==> config.mk <==
export PLATFORM = sky130hd
export DESIGN_NAME = layer_sequencer
export DESIGN_NICKNAME = d
export VERILOG_FILES = /design/src/rtl/mnist_pkg.sv /design/src/rtl/valid_delay.sv /design/src/rtl/layer_sequencer.sv
export SDC_FILE = /design/constraint.sdc
export NUM_CORES = 1
export LEC_CHECK = 0
export BUFFER_PORTS_ARGS = -buffer_cell sky130_fd_sc_hd__buf_2
export CAP_MARGIN = 15
export CORE_ASPECT_RATIO = 0.5
export CORE_MARGIN = 8
export CORE_UTILIZATION = 40
export DETAILED_ROUTE_END_ITERATION = 8
export PLACE_DENSITY = 0.71
export SYNTH_ARGS = -nofsm -noshare
export SYNTH_HDL_FRONTEND = slang
export SYNTH_SLANG_ARGS = --single-unit
==> constraint.sdc <==
create_clock -name Clk -period 4.3 [get_ports Clk]
set_clock_uncertainty 0.05 [all_clocks]
set_input_delay 0 -clock Clk [delete_from_list [all_inputs] [get_ports Clk]]
set_output_delay 0 -clock Clk [all_outputs]
set_load 0.01 [all_outputs]
==> src/rtl/mnist_pkg.sv <==
// rtl/mnist_pkg.sv - shared constants and types for the MNIST MLP datapath
package mnist_pkg;

  localparam int DATA_W    = 16;
  localparam int FRAC_BITS = 13;

  localparam int L0_IN = 784;
  localparam int L1_IN = 20;
  localparam int L2_IN = 20;

  typedef enum logic [1:0] {
    IDLE,
    FETCH,
    DRAIN,
    DONE
  } seq_state_t;

endpackage

==> src/rtl/valid_delay.sv <==
// rtl/valid_delay.sv - reset-clearable shift line delaying a valid flag by DEPTH cycles
module valid_delay
  import mnist_pkg::*;
#(
  parameter int DEPTH = 1
) (
  input  logic clk,
  input  logic reset,
  input  logic valid,
  output logic delayed,
  output logic delayed_next
);

  logic [DEPTH-1:0] line;

  // delayed_next is the value delayed will take after the next edge,
  // so downstream registers can line up with it without an extra stage
  generate
    if (DEPTH == 1) begin : g_single
      // single-stage delay line
      always_ff @(posedge clk) begin
        if (reset) line <= '0;
        else       line <= valid;
      end
      assign delayed_next = valid;
    end else begin : g_multi
      // multi-stage delay line, oldest sample in the MSB
      always_ff @(posedge clk) begin
        if (reset) line <= '0;
        else       line <= {line[DEPTH-2:0], valid};
      end
      assign delayed_next = line[DEPTH-2];
    end
  endgenerate

  assign delayed = line[DEPTH-1];

endmodule

==> src/rtl/layer_sequencer.sv <==
// rtl/layer_sequencer.sv - walks one layer's fan-in and drives the neuron X/Active controls
module layer_sequencer #(
  parameter int N_IN    = 784,
  parameter int RD_LAT  = 1,
  parameter int MAC_LAT = 2,
  parameter int DATA_W  = 16,
  parameter int ADDR_W  = $clog2(N_IN)
) (
  input  logic              Clk,
  input  logic              Reset,
  input  logic              Start,
  output logic              Busy,
  output logic              Done,
  output logic [ADDR_W-1:0] x_addr,
  output logic [ADDR_W-1:0] w_addr,
  input  logic [DATA_W-1:0] x_rdata,
  output logic [DATA_W-1:0] X,
  output logic              Active
);
  import mnist_pkg::*;

  // drain covers the last RAM read plus the MAC pipeline
  localparam int DRAIN_LEN = RD_LAT + MAC_LAT;
  localparam int DRAIN_W   = $clog2(DRAIN_LEN + 1);
  localparam logic [ADDR_W-1:0]  K_LAST     = ADDR_W'(N_IN - 1);
  localparam logic [DRAIN_W-1:0] DRAIN_LAST = DRAIN_W'(DRAIN_LEN - 1);

  seq_state_t         state;
  logic [ADDR_W-1:0]  k;
  logic [DRAIN_W-1:0] drain_cnt;
  logic               fetch_valid;
  logic               data_valid;
  logic               data_valid_next;

  assign fetch_valid = (state == FETCH);

  valid_delay #(
    .DEPTH (RD_LAT)
  ) u_valid_delay (
    .clk          (Clk),
    .reset        (Reset),
    .valid        (fetch_valid),
    .delayed      (data_valid),
    .delayed_next (data_valid_next)
  );

  // only the returned word for a fetched index reaches the neurons;
  // every other cycle feeds zero so drain-cycle products vanish
  assign X = data_valid ? x_rdata : '0;

  assign x_addr = k;
  assign w_addr = k;

  // pass sequencing with registered Busy/Done/Active
  always_ff @(posedge Clk) begin
    if (Reset) begin
      state     <= IDLE;
      k         <= '0;
      drain_cnt <= '0;
      Busy      <= 1'b0;
      Done      <= 1'b0;
      Active    <= 1'b0;
    end else begin
      Done <= 1'b0;
      if (data_valid_next) Active <= 1'b1;
      case (state)
        IDLE: begin
          if (Start) begin
            state <= FETCH;
            k     <= '0;
            Busy  <= 1'b1;
          end
        end
        FETCH: begin
          if (k == K_LAST) begin
            state     <= DRAIN;
            drain_cnt <= '0;
          end else begin
            k <= k + ADDR_W'(1);
          end
        end
        DRAIN: begin
          if (drain_cnt == DRAIN_LAST) begin
            state  <= DONE;
            Busy   <= 1'b0;
            Active <= 1'b0;
            Done   <= 1'b1;
          end else begin
            drain_cnt <= drain_cnt + DRAIN_W'(1);
          end
        end
        DONE: begin
          if (Start) begin
            state <= FETCH;
            k     <= '0;
            Busy  <= 1'b1;
          end else begin
            state <= IDLE;
          end
        end
        default: state <= IDLE;
      endcase
    end
  end

endmodule

==> results.sh, run 1 <==
export IMPL_ctsResizeCount=0
export IMPL_start_util_pct=40.5
export IMPL_hold_viol_final=0
export IMPL_grt_usage_pct=12.4
export IMPL_nFillCells=290
export IMPL_multi_input_area_um2=696
export IMPL_post_cts_buffers=0
export IMPL_crit_fanout=15
export IMPL_crit_start="state[1]"
export IMPL_clock_sinks=18
export IMPL_dr_pass1_iters=4
export IMPL_synth_edf_count=0
export IMPL_drt_initial_drc_count=56
export IMPL_finalPower_w=0.000681
export IMPL_cts_buffers=3
export IMPL_dr_wl_met2_um=1380
export IMPL_final_nets=220
export IMPL_clkLatencyLatePin_ps=250
export IMPL_grt_overflow_total=0
export IMPL_route_detailed_drc=0
export IMPL_synth_ff_type="dfxtp_1"
export IMPL_place_gp_congestion=0.826
export IMPL_synth_seq_cells=18
export IMPL_dieArea_um2=5040
export IMPL_cp_arrival_ps=2450
export IMPL_grt_pass1_wl_um=5150
export IMPL_io_buffers=57
export IMPL_hpwl_um=2470
export IMPL_drv_slew=0
export IMPL_coreArea_um2=2910
export IMPL_crit_required_ps=4430
export IMPL_fin_crit_sh_pct=53.9
export IMPL_cp_start_kind="flip-flop"
export IMPL_ys_warn_count=0
export IMPL_reg2reg_depth=6
export IMPL_ios=58
export IMPL_post_route_min_period_ps=2320
export IMPL_viasPerCell=5.18
export IMPL_leakagePower_nw=0.667
export IMPL_worstMarginPinSlew_ps=444
export IMPL_cts_clk_slew_worst_paths_ps=70
export IMPL_ctsHoldBuffers=0
export IMPL_syn_nets=173
export IMPL_routed_top_layer="met4"
export IMPL_dr_wl_met3_um=378
export IMPL_h_tree_depth=1
export IMPL_end_kind="flip-flop"
export IMPL_seq_area_um2=360
export IMPL_r2r_slack_ps=1980
export IMPL_maxCapViolCount=0
export IMPL_drtAntennaViolNets=0
export IMPL_final_setup_tns_ps=0
export IMPL_dpl_worst_slack_ps=2020
export IMPL_outcome="complete, no violations"
export IMPL_hp_class="input port to flip-flop"
export IMPL_rows=14
export IMPL_synthCells=147
export IMPL_endpoint="w_addr[3]"
export IMPL_antennaDiodeCount=0
export IMPL_slew_headroom_pct=70.4
export IMPL_rsz0062_at_grt="false"
export IMPL_antenna_found_initial=0
export IMPL_tritoncts="built"
export IMPL_async_flop_share_pct=0
export IMPL_die_h_um=54.4
export IMPL_synth_cell_area_um2=1180
export IMPL_wl_met1_um=1360
export IMPL_grt_max_degree=20
export IMPL_p_per_area_nw_per_um2=467
export IMPL_rr_startpoint="state[1]"
export IMPL_ir_drop_v=0.000236
export IMPL_wl_per_cell_um=13.7
export IMPL_path_class="flip-flop to flip-flop"
export IMPL_yosys_area_top_type_share_pct=30.6
export IMPL_first_global_vias=1124
export IMPL_wl_um=3170
export IMPL_synth_cell_types=33
export IMPL_clockBufferDepth=2
export IMPL_layout_drive_gt1_share_pct=33.9
export IMPL_synth_area_top_cells="dfxtp_1, and2_1, ha_1"
export IMPL_setup_ws_ps=1980
export IMPL_yosysSeqAreaShare_pct=30.6
export IMPL_setup_viol=0
export IMPL_die_x_um=92.7
export IMPL_root_buffer="clkbuf_8"
export IMPL_area_growth_pct=23.9
export IMPL_fmax_mhz=431
export IMPL_yosys_area_top_type="dfxtp_1"
export IMPL_vias=1201
export IMPL_r2r_end="w_addr[3]"
export IMPL_synth_area_per_cell_um2=8.01
critical path, stage by stage, from the launching register on:
cell and delay [ps]:
dfxtp_1 390, inv_1 120, ha_1 580, mux2i_1 170
a31o_2 300, or4b_1 470, a31oi_1 160
registers in the layout (all words and copies together) (netlist names):
name and count:
Done 1, state 2, w_addr 10, drain_cnt 2, Active 1, Busy 1
u_valid_delay.delayed 1
final cells by class:
type	instances	area share, %
tap	40	3.43
clock buffer	3	2.83
multi-input combinational	107	47.7
inverter	7	1.80
sequential	18	24.7
timing repair buffer	57	19.6
through the flow:
| stage | area [um^2] | hold WS (ps) | util [%] | cells |
|---|---|---|---|---|
| final | 1460 | 51.9 | 50.2 | 232 |
| after global routing | 1460 | 87.8 | 50.2 | 232 |
| after global placement | 1420 | 243 | 48.8 | 229 |
| after detailed placement | 1420 | 245 | 48.8 | 229 |
| after CTS | 1460 | 60.6 | 50.2 | 232 |
| after floorplan | 1180 | 99.8 | - | 147 |
how the worst min path moves through the flow:
stage | startpoint | cells after the start | slack, ps | to
final | Start | 3 | 50 | Busy
after global routing | Start | 3 | 90 | Busy
after CTS | Start | 3 | 60 | Busy
after detailed placement | x_rdata[9] | 3 | 240 | X[9]
after global placement | x_rdata[6] | 3 | 240 | X[6]
after floorplan | x_rdata[0] | 1 | 100 | X[0]
cells by family after synthesis:
| group | count (synthesis) | share of synthesized area (%) |
|---|---|---|
| compound gates | 35 | 18.9 |
| fa+ha+maj | 7 | 7.44 |
| buf+inv | 22 | 10.3 |
| simple gates | 62 | 30.2 |
| flops | 18 | 30.6 |
| mux | 3 | 2.55 |
synthesized netlist by cell type, types with 2 or more instances:
| cell | number |
|---|---|
| a211oi_1 | 4 |
| a21oi_1 | 10 |
| a311oi_1 | 3 |
| a31o_2 | 2 |
| a31oi_1 | 5 |
| and2_1 | 16 |
| buf_4 | 10 |
| clkbuf_1 | 3 |
| dfxtp_1 | 18 |
| ha_1 | 7 |
| inv_1 | 7 |
| mux2i_1 | 3 |
| nand2_1 | 9 |
| nand3_1 | 6 |
| nand4_1 | 4 |
| nor2_1 | 12 |
| nor2b_1 | 2 |
| nor3_1 | 4 |
| o21ai_0 | 7 |
| o31a_1 | 2 |
layout by cell type, fill, tap and decap left out, drive strengths merged:
master / count
ha: 7
nand4b: 1
nor4bb: 1
a311oi: 3
nand4: 4
a22oi: 1
nor2: 12
o21ai: 7
and4: 1
mux2i: 3
a31o: 2
nor3: 4
nand3b: 1
buf: 57
nand2b: 1
dfxtp: 18
nand2: 9
o31a: 2
a211oi: 4
nand3: 6
or2: 1
or4b: 1
a31oi: 5
a21oi: 10
o31ai: 1
and3: 1
or4: 1
clkbuf: 3
and2: 16
nor2b: 2
inv: 7
per-layer routing:
metal	GRT usage, %	up-vias
li1	-	610
met1	13.6	529
met2	21.6	56
met3	5.47	6
met4	4.49	0
met5	0	-
where the power goes:
part	internal, W	switching [W]
combinational	0.000135	0.000198
sequential	0.000194	0.0000380
clock	0.0000622	0.0000541
total	0.000391	0.000290
(Power assumes the default switching activity.)
==> run 2, diff against run 1 <==
Settings changed: ABC_AREA from default to 1, PLACE_DENSITY 0.71 to 0.7.
Clock period 4.3 ns to 2.3 ns, I/O delays scaled along.
==> results.sh, run 2 <==
export IMPL_slowest_delay_ps=410
export IMPL_nFillCells=298
export IMPL_slew_headroom_pct=69.3
export IMPL_hp_class="input port to flip-flop"
export IMPL_fin_crit_sh_pct=82.7
export IMPL_cpMostUsedCell="inv_1"
export IMPL_cp_start_kind="flip-flop"
export IMPL_grt_usage_pct=12.7
export IMPL_use_met1_pct=13.7
export IMPL_rows=14
export IMPL_final_setup_tns_ps=0
export IMPL_clkLatencyLatePin_ps=250
export IMPL_grt_pass1_wl_um=5660
export IMPL_p_int_w=0.000780
export IMPL_drv_slew=0
export IMPL_fmax_mhz=526
export IMPL_final_common_cell="nand2_1"
export IMPL_cts_clk_slew_worst_paths_ps=70
export IMPL_grt_max_degree=17
export IMPL_worstMarginPinSlew_ps=460
export IMPL_p_clk_share_pct=17.8
export IMPL_synth_edf_count=0
export IMPL_p_per_area_nw_per_um2=903
export IMPL_setup_viol=0
export IMPL_synth_ff_type="dfxtp_1"
export IMPL_clock_sinks=18
export IMPL_critPathTopFamily="simple AND/OR/NAND/NOR gates"
export IMPL_ir_drop_v=0.000388
export IMPL_ys_warn_count=0
export IMPL_synthMostInstantiatedCell="nand2_1"
export IMPL_viasPerCell=4.75
export IMPL_hold_viol_final=0
export IMPL_start_util_pct=42.4
export IMPL_met2_usage_pct=22.9
export IMPL_synth_area_per_cell_um2=6.29
export IMPL_vias=1386
export IMPL_wl_per_cell_um=12.1
export IMPL_io_buffers=57
export IMPL_synth_area_top_cells="dfxtp_1, nand2_1, inv_1"
export IMPL_synthCells=204
export IMPL_synth_cell_types=22
export IMPL_yosys_area_top_type="dfxtp_1"
export IMPL_cp_num_buf_inv=3
export IMPL_leakagePower_nw=0.942
export IMPL_yosysSeqAreaShare_pct=28.1
export IMPL_drt_initial_drc_count=38
export IMPL_drtAntennaViolNets=0
export IMPL_final_cell_mix="nand2_1, buf_2, inv_1, nor2_1, dfxtp_1"
export IMPL_rsz0062_at_grt="false"
export IMPL_combPwrFrac_pct=51.2
export IMPL_cp_cell_sequence="inv_1 > ha_1 > inv_1 > nand3_4 > nand2_4 > inv_1 > nor2_1 > nor2_1"
export IMPL_crit_required_ps=2400
export IMPL_cts_buffers=3
export IMPL_async_flop_share_pct=0
export IMPL_wl_um=3520
export IMPL_maxCapViolCount=0
export IMPL_seqPwrFrac_pct=31.0
export IMPL_antennaDiodeCount=0
export IMPL_finalPower_w=0.00143
export IMPL_coreArea_um2=3030
export IMPL_switching_share_pct=45.5
export IMPL_synth_cell_area_um2=1280
export IMPL_yosys_top_cells_count="nand2_1, inv_1, nor2_1"
export IMPL_hpwl_um=2880
export IMPL_crit_fanout=12
export IMPL_ctsResizeCount=0
export IMPL_end_kind="flip-flop"
export IMPL_die_x_um=96.1
export IMPL_root_buffer="clkbuf_8"
export IMPL_layout_drive_gt1_share_pct=28.6
export IMPL_h_tree_depth=1
export IMPL_dr_pass1_iters=4
export IMPL_grt_overflow_total=0
export IMPL_cp_arrival_ps=2000
export IMPL_antenna_found_initial=0
export IMPL_die_h_um=56.1
export IMPL_route_detailed_drc=0
export IMPL_yosys_area_top_type_share_pct=28.1
export IMPL_tritoncts="built"
export IMPL_ios=58
export IMPL_largest_reg_flops=10
export IMPL_clockBufferDepth=2
export IMPL_grt_busiest_layer="met2"
export IMPL_p_switching_w=0.000651
export IMPL_post_route_min_period_ps=1900
export IMPL_outcome="complete, no violations"
export IMPL_critical_path_slowest_cell="ha_1"
export IMPL_final_nets=279
export IMPL_dieArea_um2=5390
export IMPL_syn_nets=230
export IMPL_place_gp_congestion=0.822
export IMPL_path_class="flip-flop to flip-flop"
export IMPL_area_growth_pct=23.5
export IMPL_synth_seq_cells=18
export IMPL_first_global_vias=1293
export IMPL_grtUsageMet3_pct=4.17
[run 2: cell count changes after synthesis, sizes merged, moves of 4 or more]
cell | previous run | this run
nand2 | 9 | 65
a31oi | 5 | 0
and2 | 16 | 0
a211oi | 4 | 0
nor3 | 4 | 0
inv | 7 | 34
nand3 | 6 | 16
nor2 | 12 | 27
[run 2: metal layers]
metal / vias to the layer above / wire length (um)
met2: 58 / 1610
met4: 0 / 19
met5: - / 0
met1: 619 / 1370
li1: 707 / -
met3: 2 / 522
[run 2: final cells by class]
class,count,area [um^2],share of cell area [%]
clock buffer,4,55.1,3.47
inverter,35,131,8.29
multi-input combinational,137,693,43.7
sequential,18,360,22.7
tap,40,50.0,3.16
timing repair buffer,58,295,18.6
[run 2: cells by family (layout without fill, tap and decap cells)]
logic type	count (synthesis)	in the layout	synth area share (%)
buffers and inverters	49	97	17.9
flip-flops	18	18	28.1
XOR/XNOR	1	1	0.682
AND/OR/NAND/NOR	113	113	40.3
adder cells (fa/ha/maj)	7	7	6.82
AO/OA/AOI/OAI	16	16	6.24
[run 2: worst register-to-register path, cell delays in order (launching register included)]
cell and delay, ps:
dfxtp_1 390, inv_1 120, ha_1 410, inv_1 270, nand3_4 170, nand2_4 180, inv_1 70, nor2_1 90
nor2_1 50
[run 2: worst paths after layout]
kind / from / endpoint / slack, ps / cells past startpoint
max: state[0] / w_addr[7] / 400 / 8
min: Start / state[0] / 170 / 5
max reg2reg: state[0] / w_addr[7] / 400 / 8
min reg2reg: Busy / Busy / 400 / 2
[run 2: what timing repair did]
item / CTS / global route
hold buffers: 1 / 0
setup buffers: 0 / 0
endpoints found under the hold margin: 5 / 0
[run 2: stage by stage]
stage	instance area, um^2	utilization (%)	std cells	setup WS, ps	hold WS, ps
6_report	1590	52.3	292	398	170
5_1_grt	1590	52.3	292	248	209
4_1_cts	1590	52.3	292	429	161
3_5_place_dp	1520	50.2	287	464	219
3_3_place_gp	1520	50.2	287	548	218
2_1_floorplan	1280	-	204	617	48.0
[run 2: power groups by stage]
stage / logic, W / registers (W) / clock network [W]
final: 0.000733 / 0.000444 / 0.000255
after global routing: 0.000830 / 0.000459 / 0.000276
after CTS: 0.000735 / 0.000443 / 0.000265
after detailed placement: 0.000726 / 0.000450 / 0
after global placement: 0.000712 / 0.000447 / 0
after floorplan: 0.000564 / 0.000446 / 0
